<file path="src/rtl/flip_pkg.sv">
// Shared types and helpers for the BRAM rectangle flip sequencer.
package flip_pkg;

   typedef enum logic [2:0] {
      IDLE,
      RD_A,
      RD_B,
      CAP_B,
      WR_A,
      WR_B,
      DONE
   } flip_state_t;

   // Cycles spent on one pixel exchange (RD_A through WR_B).
   localparam int SWAP_CYCLES = 5;

   // Linear address of pixel (x, y). Callers truncate to the BRAM width; the low
   // bits equal an ADDR_W+COORD_W-bit computation whenever that sum is <= 32.
   function automatic logic [31:0] flip_addr(input logic [31:0] x,
                                             input logic [31:0] y,
                                             input logic [31:0] stride);
      return y * stride + x;
   endfunction

endpackage

</file>
<file path="src/rtl/flip_addr_gen.sv">
// Loop counters and A/B pixel address generation for the flip sequencer.
module flip_addr_gen
   import flip_pkg::*;
#(
   parameter int ADDR_W  = 8,
   parameter int COORD_W = 4,
   parameter int STRIDE  = 16
) (
   input  logic               clk,
   input  logic               reset,
   input  logic               load,
   input  logic               step,
   input  logic [COORD_W-1:0] x0,
   input  logic [COORD_W-1:0] y0,
   input  logic [COORD_W-1:0] w,
   input  logic [COORD_W-1:0] h,
   input  logic               vflip,
   output logic [ADDR_W-1:0]  addr_a,
   output logic [ADDR_W-1:0]  addr_b,
   output logic               last,
   output logic               empty
);

   logic [COORD_W-1:0] x0_reg, y0_reg, w_reg, h_reg;
   logic               vflip_reg;
   logic [COORD_W-1:0] i_reg, j_reg;
   logic [COORD_W-1:0] i_lim, j_lim;
   logic [31:0]        xa, ya, xb, yb;

   // Evaluated on the live inputs so IDLE can skip straight to DONE.
   assign empty = vflip ? ((h < COORD_W'(2)) || (w == '0))
                        : ((w < COORD_W'(2)) || (h == '0));

   assign i_lim = vflip_reg ? w_reg : (w_reg >> 1);
   assign j_lim = vflip_reg ? (h_reg >> 1) : h_reg;
   assign last  = (i_reg == i_lim - COORD_W'(1)) && (j_reg == j_lim - COORD_W'(1));

   always_ff @(posedge clk) begin
      if (reset) begin
         x0_reg    <= '0;
         y0_reg    <= '0;
         w_reg     <= '0;
         h_reg     <= '0;
         vflip_reg <= 1'b0;
         i_reg     <= '0;
         j_reg     <= '0;
      end else if (load) begin
         x0_reg    <= x0;
         y0_reg    <= y0;
         w_reg     <= w;
         h_reg     <= h;
         vflip_reg <= vflip;
         i_reg     <= '0;
         j_reg     <= '0;
      end else if (step) begin
         if (i_reg == i_lim - COORD_W'(1)) begin
            i_reg <= '0;
            j_reg <= j_reg + COORD_W'(1);
         end else begin
            i_reg <= i_reg + COORD_W'(1);
         end
      end
   end

   always_comb begin
      xa = 32'(x0_reg) + 32'(i_reg);
      ya = 32'(y0_reg) + 32'(j_reg);
      xb = xa;
      yb = ya;
      if (vflip_reg)
         yb = 32'(y0_reg) + 32'(h_reg) - 32'd1 - 32'(j_reg);
      else
         xb = 32'(x0_reg) + 32'(w_reg) - 32'd1 - 32'(i_reg);
   end

   assign addr_a = ADDR_W'(flip_addr(xa, ya, 32'(STRIDE)));
   assign addr_b = ADDR_W'(flip_addr(xb, yb, 32'(STRIDE)));

endmodule

</file>
<file path="src/rtl/bram_flip_sequencer.sv">
// Mirrors a rectangle of a BRAM-held image in place, one 5-cycle swap at a time.
// Optional vertical mode (vflip port) is enabled by defining FLIP_VERT_EN.
module bram_flip_sequencer
   import flip_pkg::*;
#(
   parameter int DATA_W  = 4,
   parameter int ADDR_W  = 8,
   parameter int COORD_W = 4,
   parameter int STRIDE  = 16
) (
   input  logic               clk,
   input  logic               reset,
   input  logic               start,
   input  logic [COORD_W-1:0] x0,
   input  logic [COORD_W-1:0] y0,
   input  logic [COORD_W-1:0] w,
   input  logic [COORD_W-1:0] h,
`ifdef FLIP_VERT_EN
   input  logic               vflip,
`endif
   output logic               busy,
   output logic               done,
   output logic               bram_en,
   output logic               bram_we,
   output logic [ADDR_W-1:0]  bram_addr,
   output logic [DATA_W-1:0]  bram_wdata,
   input  logic [DATA_W-1:0]  bram_rdata
);

   flip_state_t         state_reg, state_next;
   logic [DATA_W-1:0]   pix_a_reg, pix_b_reg;
   logic [ADDR_W-1:0]   addr_a, addr_b;
   logic                last, empty, accept, mode_v;

`ifdef FLIP_VERT_EN
   assign mode_v = vflip;
`else
   assign mode_v = 1'b0;
`endif

   assign accept = (state_reg == IDLE) && start;

   flip_addr_gen #(
      .ADDR_W (ADDR_W),
      .COORD_W(COORD_W),
      .STRIDE (STRIDE)
   ) u_addr_gen (
      .clk   (clk),
      .reset (reset),
      .load  (accept),
      .step  (state_reg == WR_B),
      .x0    (x0),
      .y0    (y0),
      .w     (w),
      .h     (h),
      .vflip (mode_v),
      .addr_a(addr_a),
      .addr_b(addr_b),
      .last  (last),
      .empty (empty)
   );

   always_ff @(posedge clk) begin
      if (reset) begin
         state_reg <= IDLE;
         pix_a_reg <= '0;
         pix_b_reg <= '0;
      end else begin
         state_reg <= state_next;
         if (state_reg == RD_B)
            pix_a_reg <= bram_rdata;
         if (state_reg == CAP_B)
            pix_b_reg <= bram_rdata;
      end
   end

   always_comb begin
      state_next = state_reg;
      case (state_reg)
         IDLE:    if (start) state_next = empty ? DONE : RD_A;
         RD_A:    state_next = RD_B;
         RD_B:    state_next = CAP_B;
         CAP_B:   state_next = WR_A;
         WR_A:    state_next = WR_B;
         WR_B:    state_next = last ? DONE : RD_A;
         DONE:    state_next = IDLE;
         default: state_next = IDLE;
      endcase
   end

   // BRAM strobes are gated by reset so an abort cannot land one last write.
   always_comb begin
      bram_en    = 1'b0;
      bram_we    = 1'b0;
      bram_addr  = '0;
      bram_wdata = '0;
      if (!reset) begin
         case (state_reg)
            RD_A: begin
               bram_en   = 1'b1;
               bram_addr = addr_a;
            end
            RD_B: begin
               bram_en   = 1'b1;
               bram_addr = addr_b;
            end
            WR_A: begin
               bram_en    = 1'b1;
               bram_we    = 1'b1;
               bram_addr  = addr_a;
               bram_wdata = pix_b_reg;
            end
            WR_B: begin
               bram_en    = 1'b1;
               bram_we    = 1'b1;
               bram_addr  = addr_b;
               bram_wdata = pix_a_reg;
            end
            default: ;
         endcase
      end
   end

   assign busy = (state_reg != IDLE);
   assign done = (state_reg == DONE);

endmodule

</file>
<file path="config.mk">
export PLATFORM = sky130hd
export DESIGN_NAME = bram_flip_sequencer
export DESIGN_NICKNAME = d
export VERILOG_FILES = /design/src/rtl/flip_pkg.sv /design/src/rtl/flip_addr_gen.sv /design/src/rtl/bram_flip_sequencer.sv
export SDC_FILE = /design/constraint.sdc
export NUM_CORES = 1
export LEC_CHECK = 0
export BUFFER_PORTS_ARGS = -buffer_cell sky130_fd_sc_hd__buf_2
export CAP_MARGIN = 30
export CORE_MARGIN = 3
export CORE_UTILIZATION = 52
export CTS_BUF_LIST = sky130_fd_sc_hd__clkbuf_8 sky130_fd_sc_hd__clkbuf_16
export DETAILED_ROUTE_END_ITERATION = 6
export GPL_TIMING_DRIVEN = 0
export PLACE_DENSITY = 0.89
export SLEW_MARGIN = 40
export SYNTH_ARGS = -nofsm -noshare
export SYNTH_HDL_FRONTEND = slang
export SYNTH_SLANG_ARGS = --single-unit
</file>
<file path="constraint.sdc">
create_clock -name clk -period 2.8 [get_ports clk]
set_input_delay 0.28 -clock clk [delete_from_list [all_inputs] [get_ports clk]]
set_output_delay 0.28 -clock clk [all_outputs]
set_load 0.01 [all_outputs]
</file>
==> reports/results.ini, run 1 <==
[placed_design]
routabilityCongestion=0.8656
numPlacedInstances=415
port-buffer-count=38
placed_area_um2=2872
place_hpwl_um=4588
dp_worst_slack_ns=-0.4538

[sta]
timing.final.crit_share_pct=119.7
rsz0062_at_grt=yes
fmaxAchievable_mhz=298.4
timing.final.setup_violations=6
report.final.slew_viol_count=0
hold_viol_final=0
timing.max_slew.rel_slack_pct=63.79
shortest_clock_period_the_worst_path_allows_after_layout_ns=3.352
clock-skew-final_ns=0.004808
hold-worst-slack_ns=0.2170
layout_setup_ws_ns=-0.5517
timing_worst_slew_pin_value_ns=0.5432

[synthesis]
netlist-cell-type-count=50
post_synth_instance_area_um2=2571
synth_async_sr_flop_share_pct=0
synthesis.yosys.warnings=0
yosys_most_used_dff=dfxtp_1
synth.yosys.seq_area_share_pct=27.25
synth_seq_cells=35
synth-edff-count=0
post_synth.cell_area_avg_um2=8.241
post_synthesis_net_count=368
postSynthCellCount=312

[power_and_ir_drop]
power.share.combinational_pct=43.9
p_per_area_nw_per_um2=615.5
maximum_vdd_drop_v=0.0004833
power_leakage_nw=1.518
share_seq_of_total_power_pct=28.9
power.internal_mw=1.329
clock_power_share_pct=27.2
netSwitchingPower_uw=674.9
power_switching_share_pct=33.68

[setup_path]
critical_path.max_stage_delay_ns=0.40
cp_max_fo=4
crit_path_top_delay_cell=or4_1
timing_worst_setup_path_type=reg2out
crit_path_cell_trace=buf_6 -> fa_2 -> a21o_1 -> a21oi_2 -> ha_1 -> inv_2 -> ha_4 -> o21a_1 -> o31ai_4 -> a21oi_2 -> or4_1 -> o211ai_1 -> buf_2
cp_top_family=adder cells
cp_launch_point=u_addr_gen.w_reg[1]$_SDFFE_PP0P_
worstReg2RegStart=u_addr_gen.w_reg[1]$_SDFFE_PP0P_
cp_endpoint_kind=output pin
cp_num_buf_inv=3
worst_ep_arrival_time_ns=3.07
r2r_slack_ns=0.64
critical_path.most_common_cell=a21oi_2
cp_data_required_time_ns=2.52
setup.worst_path.start_class=register

[finish]
fill_cells=361
postLayoutCoreUtil_pct=71.33
finalNonFillerCells=436
antenna_cells=0
flow.area_growth_from_synthesis_pct=26.62
drive_gt1_share_pct=26.42
number_of_nets_in_the_layout=426
post-route-cell-area_um2=3256

[clock_tree]
cts_inserted_buffers=5
clkTransAtPathRegs_ns=0.07
tritoncts_num_sinks=35
cts-root-buf=clkbuf_8
clk_latency_ns=0.29
clockBufferDepth=2
tritoncts_clock_tree=done
cts.htree.levels=2

[route]
avgRoutedWirePerCell_um=14.97
wirelength_um=6529
vias=2373
antenna_violating_nets_post_route=0
firstDrtPassIters=5
drt-initial-drc-count=98
post_drt_via_cell_ratio=5.443
drc_errors=0

[die]
die_area_um2=5825
num_rows=24
die-width_um=76.32
pin_count=39
floorplan.die.height_um=76.32
placeableCoreArea_um2=4564
start_util_pct=56.33

[min_path]
min-delay-start=x0[0]
hold_path_class=in2reg

[global_routing]
initial_antenna_violation_count=0
first_global_vias=2303
global_route.overflow_total=0
gr-usage-all-layers_pct=22.30
grt_first_pass_wirelength_um=10710
grt_max_degree=13

[outcome]
failing_checks=setup timing
outcome=complete, but fails checks

[job]
maxCapViolCount=0

-- cell usage after synthesis, drive strengths merged, types with 5 or more instances --
master  count  area (um2)
a21o        6       45.04
a21oi      31       155.2
clkbuf      9       33.78
dfxtp      35       700.7
ha         29       362.9
inv        21       78.82
mux2i      13       130.1
nand2      40       150.1
nand3       5       25.02
nor2       36       137.6
o21ai      11       58.80
xnor2      14       122.6
xor2        9       78.83
-- through the flow --
| stage | TNS, ns | total power [mW] |
|---|---|---|
| after global routing | -2.832 | 2.130 |
| after global placement | -0.5747 | 1.195 |
| after CTS | -1.814 | 1.887 |
| after detailed placement | -0.7670 | 1.223 |
| after floorplan | -0.1078 | 1.068 |
| final | -2.121 | 2.004 |
-- cell usage in the layout, fill, tap and decap left out, types with 5 or more instances in the layout --
master / Yosys / layout
buf_2: 2 / 40
nand2_1: 40 / 40
nor2_1: 35 / 34
dfxtp_1: 35 / 30
a21oi_1: 31 / 25
ha_1: 29 / 22
inv_1: 20 / 17
xnor2_1: 14 / 13
mux2i_1: 13 / 13
xor2_1: 9 / 9
clkbuf_1: 9 / 9
buf_4: 1 / 9
ha_4: 0 / 7
a21o_1: 6 / 6
a21oi_2: 0 / 6
buf_6: 1 / 6
o21ai_0: 7 / 6
nand3_1: 5 / 5
clkbuf_8: 0 / 5
-- cell type report --
class / count / area, um2 / area share [%]
multi-input cells: 243 / 1876 / 57.61
flip-flops and latches: 35 / 714.4 / 21.94
repair buffers: 51 / 306.5 / 9.416
well taps: 65 / 81.33 / 2.498
inverters: 21 / 78.83 / 2.421
clock buffers: 5 / 68.82 / 2.114
clock inverters: 3 / 67.56 / 2.075
plain buffers: 13 / 62.56 / 1.922
-- tightest hold or removal path: cells and delay by family --
kind / cells / cell delay, ns
AOI/OAI and AO/OA: 1 / 0.05
buffers and inverters: 1 / 0.09
and+or+nand+nor: 1 / 0.05
-- power groups by stage --
| stage | Sequential [mW] | Clock [mW] | Combinational [mW] |
|---|---|---|---|
| 3_3_place_gp | 0.587 | 0 | 0.608 |
| 6_report | 0.579 | 0.544 | 0.881 |
| 3_5_place_dp | 0.590 | 0 | 0.633 |
| 2_1_floorplan | 0.578 | 0 | 0.489 |
| 4_1_cts | 0.578 | 0.551 | 0.758 |
| 5_1_grt | 0.584 | 0.575 | 0.971 |
-- worst paths after layout --
| path | to | cells past startpoint |
|---|---|---|
| worst min-delay path | u_addr_gen.x0_reg[0]$_SDFFE_PP0P_ | 3 |
| worst max register to register | u_addr_gen.j_reg[3]$_SDFFE_PP0P_ | 8 |
| worst min register to register | u_addr_gen.h_reg[3]$_SDFFE_PP0P_ | 2 |
| worst max-delay path | bram_addr[7] | 13 |
-- what timing repair did --
item | 4_1_cts | 5_1_grt
setup buffers | 10 | 3
hold buffers | 0 | 0
cloned | 0 | 0
gates resized for setup | 22 | 9
pin swaps | 28 | 12
setup endpoints to repair | 6 | 6
-- layer usage --
metal | share of wire [%] | global-route usage [%]
met5 | 0 | 0
met4 | 2.9 | 8.696
met3 | 4.9 | 4.019
met2 | 49 | 38.40
met1 | 43 | 27.51
-- logic make-up after synthesis --
family	count (synthesis)	share of synthesized area (%)
AOI/OAI and AO/OA	61	13.97
xor gates and xnor gates	25	9.635
and+or+nand+nor	111	21.36
DFF	35	27.25
muxes	13	5.061
buffers and inverters	34	5.499
adders and majority gates	33	17.23
No activity file was read; power rests on OpenSTA's default activity.
==> inputs of run 2 (changes only) <==
--- a/config.mk
+++ b/config.mk
@@ -7,8 +7,10 @@
 export LEC_CHECK = 0
 export BUFFER_PORTS_ARGS = -buffer_cell sky130_fd_sc_hd__buf_2
 export CAP_MARGIN = 30
+export CELL_PAD_IN_SITES_DETAIL_PLACEMENT = 0
+export CELL_PAD_IN_SITES_GLOBAL_PLACEMENT = 2
 export CORE_MARGIN = 3
-export CORE_UTILIZATION = 52
+export CORE_UTILIZATION = 31
 export CTS_BUF_LIST = sky130_fd_sc_hd__clkbuf_8 sky130_fd_sc_hd__clkbuf_16
 export DETAILED_ROUTE_END_ITERATION = 6
 export GPL_TIMING_DRIVEN = 0
==> run 2 against run 1 <==
The run still ends with setup timing left. Cell area is 0.38% lower. Via count is 5.0% lower. Global-route usage is 8.6 points lower. Fmax is 1.4% higher. Non-clock buffer count is 4 lower. Hold slack better by 0.00093 ns. Critical endpoint unchanged. Largest cell class unchanged.
==> reports/results.ini, run 2 (same netlist as run 1, synthesis figures left out) <==
[finish]
postLayoutCoreUtil_pct=41.12  ; -30 points
antenna_cells=0  ; unchanged
post-route-cell-area_um2=3243  ; -0.38%
flow.area_growth_from_synthesis_pct=26.13
fill_cells=820  ; +130%
drive_gt1_share_pct=25.89  ; -0.53 points
number_of_nets_in_the_layout=422  ; -0.94%
finalNonFillerCells=469  ; +7.6%
final_cell_mix=40 x buf_2, 40 x nand2_1, 35 x nor2_1, 30 x dfxtp_1, 26 x a21oi_1

[clock_tree]
cts-hold-fix-buffers=0  ; unchanged
tritoncts_clock_tree=done
clkTransAtPathRegs_ns=0.07  ; about the same
clockBufferDepth=2  ; unchanged
cts-root-buf=clkbuf_8
tritoncts_num_sinks=35  ; unchanged
cts.htree.levels=2  ; unchanged
clk_latency_ns=0.29  ; about the same
cts_inserted_buffers=5  ; unchanged

[placed_design]
place_hpwl_um=4984  ; +8.6%
numPlacedInstances=452  ; +8.9%
placed_area_um2=2918  ; +1.6%
routabilityCongestion=0.7967  ; -8.0%
port-buffer-count=38  ; unchanged

[min_path]
hold_path_class=in2reg

[global_routing]
global_route.overflow_total=0  ; unchanged
grt_first_pass_wirelength_um=10630  ; -0.77%
initial_antenna_violation_count=0  ; unchanged
first_global_vias=2249  ; -2.3%
grt_max_degree=12  ; -1
gr-usage-all-layers_pct=13.67  ; -8.6 points

[sta]
shortest_clock_period_the_worst_path_allows_after_layout_ns=3.306  ; -0.04559 ns
fmaxAchievable_mhz=302.5  ; +1.4%
hold_viol_final=0  ; unchanged
timing_worst_slew_pin_value_ns=0.5063  ; -0.03691 ns
timing.max_slew.rel_slack_pct=66.25  ; +2.5 points
rsz0062_at_grt=yes
timing.final.setup_violations=6  ; unchanged
report.final.slew_viol_count=0  ; unchanged
layout_setup_ws_ns=-0.5061  ; +0.04559 ns
clock-skew-final_ns=0.004655  ; -0.0001532 ns
timing.final.crit_share_pct=118.1  ; -1.6 points

[power_and_ir_drop]
power.internal_mw=1.237  ; -6.9%
share_seq_of_total_power_pct=30.9  ; +2.0 points
maximum_vdd_drop_v=0.0002206  ; -54%
power_leakage_nw=1.486  ; -2.1%
p_per_area_nw_per_um2=580.4  ; -5.7%
power_switching_share_pct=34.28  ; +0.61 points
clock_power_share_pct=25.2  ; -2.0 points
power.share.combinational_pct=44.0  ; about the same
netSwitchingPower_uw=645.3  ; -4.4%

[setup_path]
cp_data_required_time_ns=2.52  ; about the same
setup.worst_path.start_class=register
crit_path_cell_trace=ha_4 -> fa_2 -> a21o_1 -> a21oi_2 -> ha_1 -> inv_2 -> ha_4 -> o21a_1 -> o31ai_4 -> a21oi_2 -> or4_1 -> o211ai_1 -> buf_2
crit_path_top_delay_cell=or4_1
critical_path.max_stage_delay_ns=0.40  ; about the same
cp_max_fo=4  ; unchanged
worst_ep_arrival_time_ns=3.03  ; -0.04 ns
timing_worst_setup_path_type=reg2out
cp_endpoint_kind=output pin

[die]
floorplan.die.height_um=97.07  ; +27%
die_area_um2=9423  ; +62%
placeableCoreArea_um2=7888  ; +73%
pin_count=39  ; unchanged
start_util_pct=32.60  ; -24 points
num_rows=32  ; +33%
die-width_um=97.07  ; +27%

[outcome]
failing_checks=setup timing
outcome=complete, but fails checks

[route]
antenna_violating_nets_post_route=0  ; unchanged
vias=2255  ; -5.0%
post_drt_via_cell_ratio=4.808  ; -12%
drc_errors=0  ; unchanged
drt-initial-drc-count=60  ; -39%
firstDrtPassIters=6  ; +1
avgRoutedWirePerCell_um=13.77  ; -8.0%
wirelength_um=6459  ; -1.1%

[job]
maxCapViolCount=0  ; unchanged

[run 2: layer usage]
layer | wire length, um | vias up | track usage [%]
met5 | 0 | - | 0
met4 | 87 | 0 | 3.780
met3 | 179 | 7 | 2.369
met2 | 3180 | 30 | 24.15
met1 | 3011 | 1046 | 17.04
li1 | - | 1172 | -
[run 2: final cells by class]
cell class	count	area, um2	area share (%)
inverters	21	78.83	2.431
clock inverters	2	35.03	1.080
multi-input cells	243	1877	57.87
flip-flops and latches	35	714.4	22.03
repair buffers	47	265.3	8.179
plain buffers	13	62.56	1.929
well taps	102	127.6	3.935
clock buffers	6	82.58	2.546
[run 2: worst paths after layout]
| path | start | to | slack [ns] | cells after the start |
|---|---|---|---|---|
| hold / removal | x0[0] | u_addr_gen.x0_reg[0]$_SDFFE_PP0P_ | 0.22 | 3 |
| hold reg to reg | u_addr_gen.y0_reg[0]$_SDFFE_PP0P_ | u_addr_gen.y0_reg[0]$_SDFFE_PP0P_ | 0.46 | 2 |
| setup / recovery | u_addr_gen.x0_reg[0]$_SDFFE_PP0P_ | bram_addr[7] | -0.51 | 13 |
| setup reg to reg | u_addr_gen.w_reg[1]$_SDFFE_PP0P_ | u_addr_gen.j_reg[3]$_SDFFE_PP0P_ | 0.62 | 8 |
[run 2: metrics by stage]
stage / total power, mW / TNS [ns] / hold slack, ns / setup slack (ns)
floorplan: 1.068 / -0.1078 / 0.4085 / -0.1078
global placement: 1.220 / -0.7544 / 0.4499 / -0.4591
detailed placement: 1.229 / -0.7792 / 0.4529 / -0.4814
CTS: 1.803 / -1.768 / 0.2175 / -0.5852
global route: 2.005 / -2.460 / 0.2296 / -0.6340
finish: 1.882 / -1.717 / 0.2179 / -0.5061
[run 2: power groups by stage]
stage               registers [mW]  clock network (mW)  logic, mW
floorplan                    0.578                   0      0.489
global placement             0.589                   0      0.630
detailed placement           0.591                   0      0.637
CTS                          0.580               0.482      0.741
global route                 0.587               0.500      0.918
finish                       0.581               0.474      0.828
[run 2: worst max-delay path: cells and delay by family, from the launching register on]
| family | cells | cell delay (ns) |
|---|---|---|
| buffers and inverters | 2 | 0.22 |
| DFF | 1 | 0.36 |
| AOI/OAI and AO/OA | 6 | 0.77 |
| adders and majority gates | 4 | 0.97 |
| and+or+nand+nor | 1 | 0.40 |
[run 2: repair_timing]
action | in CTS | in global routing
resized for setup | 19 | 11
setup buffers | 6 | 3
setup endpoints to repair | 6 | 6
pin swaps | 12 | 16
==> inputs of run 3 (changes only) <==
--- a/config.mk
+++ b/config.mk
@@ -19,3 +19,4 @@
 export SYNTH_ARGS = -nofsm -noshare
 export SYNTH_HDL_FRONTEND = slang
 export SYNTH_SLANG_ARGS = --single-unit
+export TNS_END_PERCENT = 1
==> run 3 against run 2 <==
The flow still finishes with violations (setup timing). Highest routed layer unchanged. Cell area shrank 3.4%. Clock skew shrank 0.00082 ns. Sequential cell count unchanged. Core utilization down 1.4 points. Critical path depth shrank 1.
==> reports/results.ini, run 3 (same netlist as run 1, synthesis figures left out) <==
[outcome]
outcome=complete, but fails checks
failing_checks=setup timing

[power_and_ir_drop]
p_per_area_nw_per_um2=557.8  ; -3.9%
maximum_vdd_drop_v=0.0002206  ; about the same
power_leakage_nw=1.452  ; -2.3%

[finish]
post-route-cell-area_um2=3134  ; -3.4%
antenna_cells=0  ; unchanged
multiInputGateArea_um2=1807  ; -3.7%
drive_gt1_share_pct=22.59  ; -3.3 points
number_of_nets_in_the_layout=418  ; -0.95%
final_cell_mix=40 x buf_2, 40 x nand2_1, 35 x nor2_1, 31 x dfxtp_1, 27 x a21oi_1
fill_cells=828  ; +0.98%
flow.area_growth_from_synthesis_pct=21.90
postLayoutCoreUtil_pct=39.74  ; -1.4 points
sequential_cell_area_um2=713.2  ; -0.18%

[setup_path]
worst_r2r_path_depth=7  ; -1
crit_path_top_delay_cell=fa_2
r2r_slack_ns=0.71  ; +0.09 ns
setup.worst_path.end=bram_addr[7]
cp_launch_point=u_addr_gen.x0_reg[0]$_SDFFE_PP0P_
critical_path.most_common_cell=fa_2
cp_endpoint_kind=output pin
crit_path_cell_trace=ha_4 -> fa_2 -> ha_1 -> ha_2 -> inv_2 -> fa_2 -> nor2b_1 -> o31ai_2 -> a21oi_2 -> or4_1 -> o211ai_1 -> buf_2
cp_data_required_time_ns=2.52  ; about the same
setup.worst_path.start_class=register
worst_ep_arrival_time_ns=3.08  ; +0.05 ns
critical_path_depth=12  ; -1
critical_path.max_stage_delay_ns=0.51  ; +0.11 ns
cp_max_fo=3  ; -1
cp_top_family=adder cells
timing_worst_setup_path_type=reg2out
worstReg2RegStart=u_addr_gen.w_reg[2]$_SDFFE_PP0P_
timing.rr.end=u_addr_gen.j_reg[3]$_SDFFE_PP0P_
cp_num_buf_inv=2  ; unchanged

[global_routing]
global_route.overflow_total=0  ; unchanged
initial_antenna_violation_count=0  ; unchanged
grt_first_pass_wirelength_um=10410  ; -2.1%
first_global_vias=2210  ; -1.7%
grt_max_degree=12  ; unchanged
gr-usage-all-layers_pct=13.35  ; -0.32 points

[sta]
setup_total_neg_slack_ns=-1.697  ; +0.02045 ns
report.final.slew_viol_count=0  ; unchanged
clock-skew-final_ns=0.003837  ; -0.0008185 ns
fmaxAchievable_mhz=297.4  ; -1.7%
shortest_clock_period_the_worst_path_allows_after_layout_ns=3.363  ; +0.05662 ns
rsz0062_at_grt=yes
layout_setup_ws_ns=-0.5628  ; -0.05662 ns
timing.max_slew.rel_slack_pct=65.19  ; -1.1 points
hold-worst-slack_ns=0.2206  ; +0.002681 ns
timing.final.crit_share_pct=120.1  ; +2.0 points
timing.final.setup_violations=6  ; unchanged
hold_viol_final=0  ; unchanged
timing_worst_slew_pin_value_ns=0.5222  ; +0.01594 ns

[die]
die_area_um2=9423  ; unchanged
start_util_pct=32.60  ; unchanged
floorplan.die.height_um=97.07  ; unchanged
pin_count=39  ; unchanged
placeableCoreArea_um2=7888  ; unchanged
die-width_um=97.07  ; unchanged
num_rows=32  ; unchanged

[min_path]
min-delay-start=x0[0]
hold_path_class=in2reg

[placed_design]
place_hpwl_um=4984  ; unchanged
placed_area_um2=2918  ; unchanged
port-buffer-count=38  ; unchanged
routabilityCongestion=0.7967  ; unchanged
dp_worst_slack_ns=-0.4814  ; unchanged

[route]
drc_errors=0  ; unchanged
antenna_violating_nets_post_route=0  ; unchanged
wirelength_um=6214  ; -3.8%
drt-initial-drc-count=54  ; -10%
firstDrtPassIters=4  ; -2
post_drt_via_cell_ratio=4.772  ; -0.75%
avgRoutedWirePerCell_um=13.36  ; -3.0%
vias=2219  ; -1.6%

[clock_tree]
cts-hold-fix-buffers=0  ; unchanged
tritoncts_clock_tree=done
cts.htree.levels=2  ; unchanged
tritoncts_num_sinks=35  ; unchanged
cts_inserted_buffers=5  ; unchanged
clkTransAtPathRegs_ns=0.07  ; about the same
clockBufferDepth=2  ; unchanged
cts-root-buf=clkbuf_8
clk_latency_ns=0.29  ; about the same

[job]
maxCapViolCount=0  ; unchanged

run 3: cell count changes in the layout (fill, tap and decap cells not counted), sizes merged:
| cell | before | now |
|---|---|---|
| buf | 51 | 47 |
run 3: worst reg2reg max path: stages, from the launching register on:
cell	delay, ns
dfxtp_1	0.43
inv_1	0.07
ha_1	0.29
xnor2_1	0.16
nor4_2	0.39
o21ai_2	0.19
or3_1	0.38
a21oi_1	0.14
run 3: area by class of cell:
class	count	share of cell area (%)
timing repair buffer	43	7.265
buffer	13	1.996
sequential	35	22.75
tap	102	4.072
clock buffer	6	2.635
clock inverter	2	1.118
multi-input combinational	243	57.64
inverter	21	2.515
run 3: through the flow:
step / std cells / power (mW)
CTS: 461 / 1.731
floorplan: 312 / 1.068
detailed placement: 452 / 1.229
global placement: 452 / 1.220
finish: 465 / 1.748
global route: 465 / 1.872
run 3: how the worst min path moves through the flow:
stage | to | depth (start not counted) | slack, ns
detailed placement | u_addr_gen.y0_reg[0]$_SDFFE_PP0P_ | 2 | 0.45
global placement | u_addr_gen.y0_reg[0]$_SDFFE_PP0P_ | 2 | 0.45
floorplan | u_addr_gen.x0_reg[1]$_SDFFE_PP0P_ | 2 | 0.41
CTS | u_addr_gen.x0_reg[0]$_SDFFE_PP0P_ | 3 | 0.22
global route | u_addr_gen.x0_reg[1]$_SDFFE_PP0P_ | 3 | 0.23
finish | u_addr_gen.x0_reg[0]$_SDFFE_PP0P_ | 3 | 0.22
run 3: routing by layer:
metal	share of wire, %	GRT usage [%]
met1	47	16.77
met2	48	23.35
met3	3.3	2.369
met4	1.4	3.780
met5	0	0
run 3: report_power, final:
group / total, mW / internal, mW / switching (mW) / leakage [nW]
logic: 0.692 / 0.327 / 0.366 / 1.10
clock network: 0.475 / 0.288 / 0.187 / 0.0612
registers: 0.581 / 0.538 / 0.0429 / 0.287
run 3: what timing repair did:
item                                    CTS  global route
buffers inserted                          1             4
endpoints found under the hold margin     0             0
gates resized for setup                   9             5
endpoints found under the setup margin    6             6
pin swaps                                 4             8
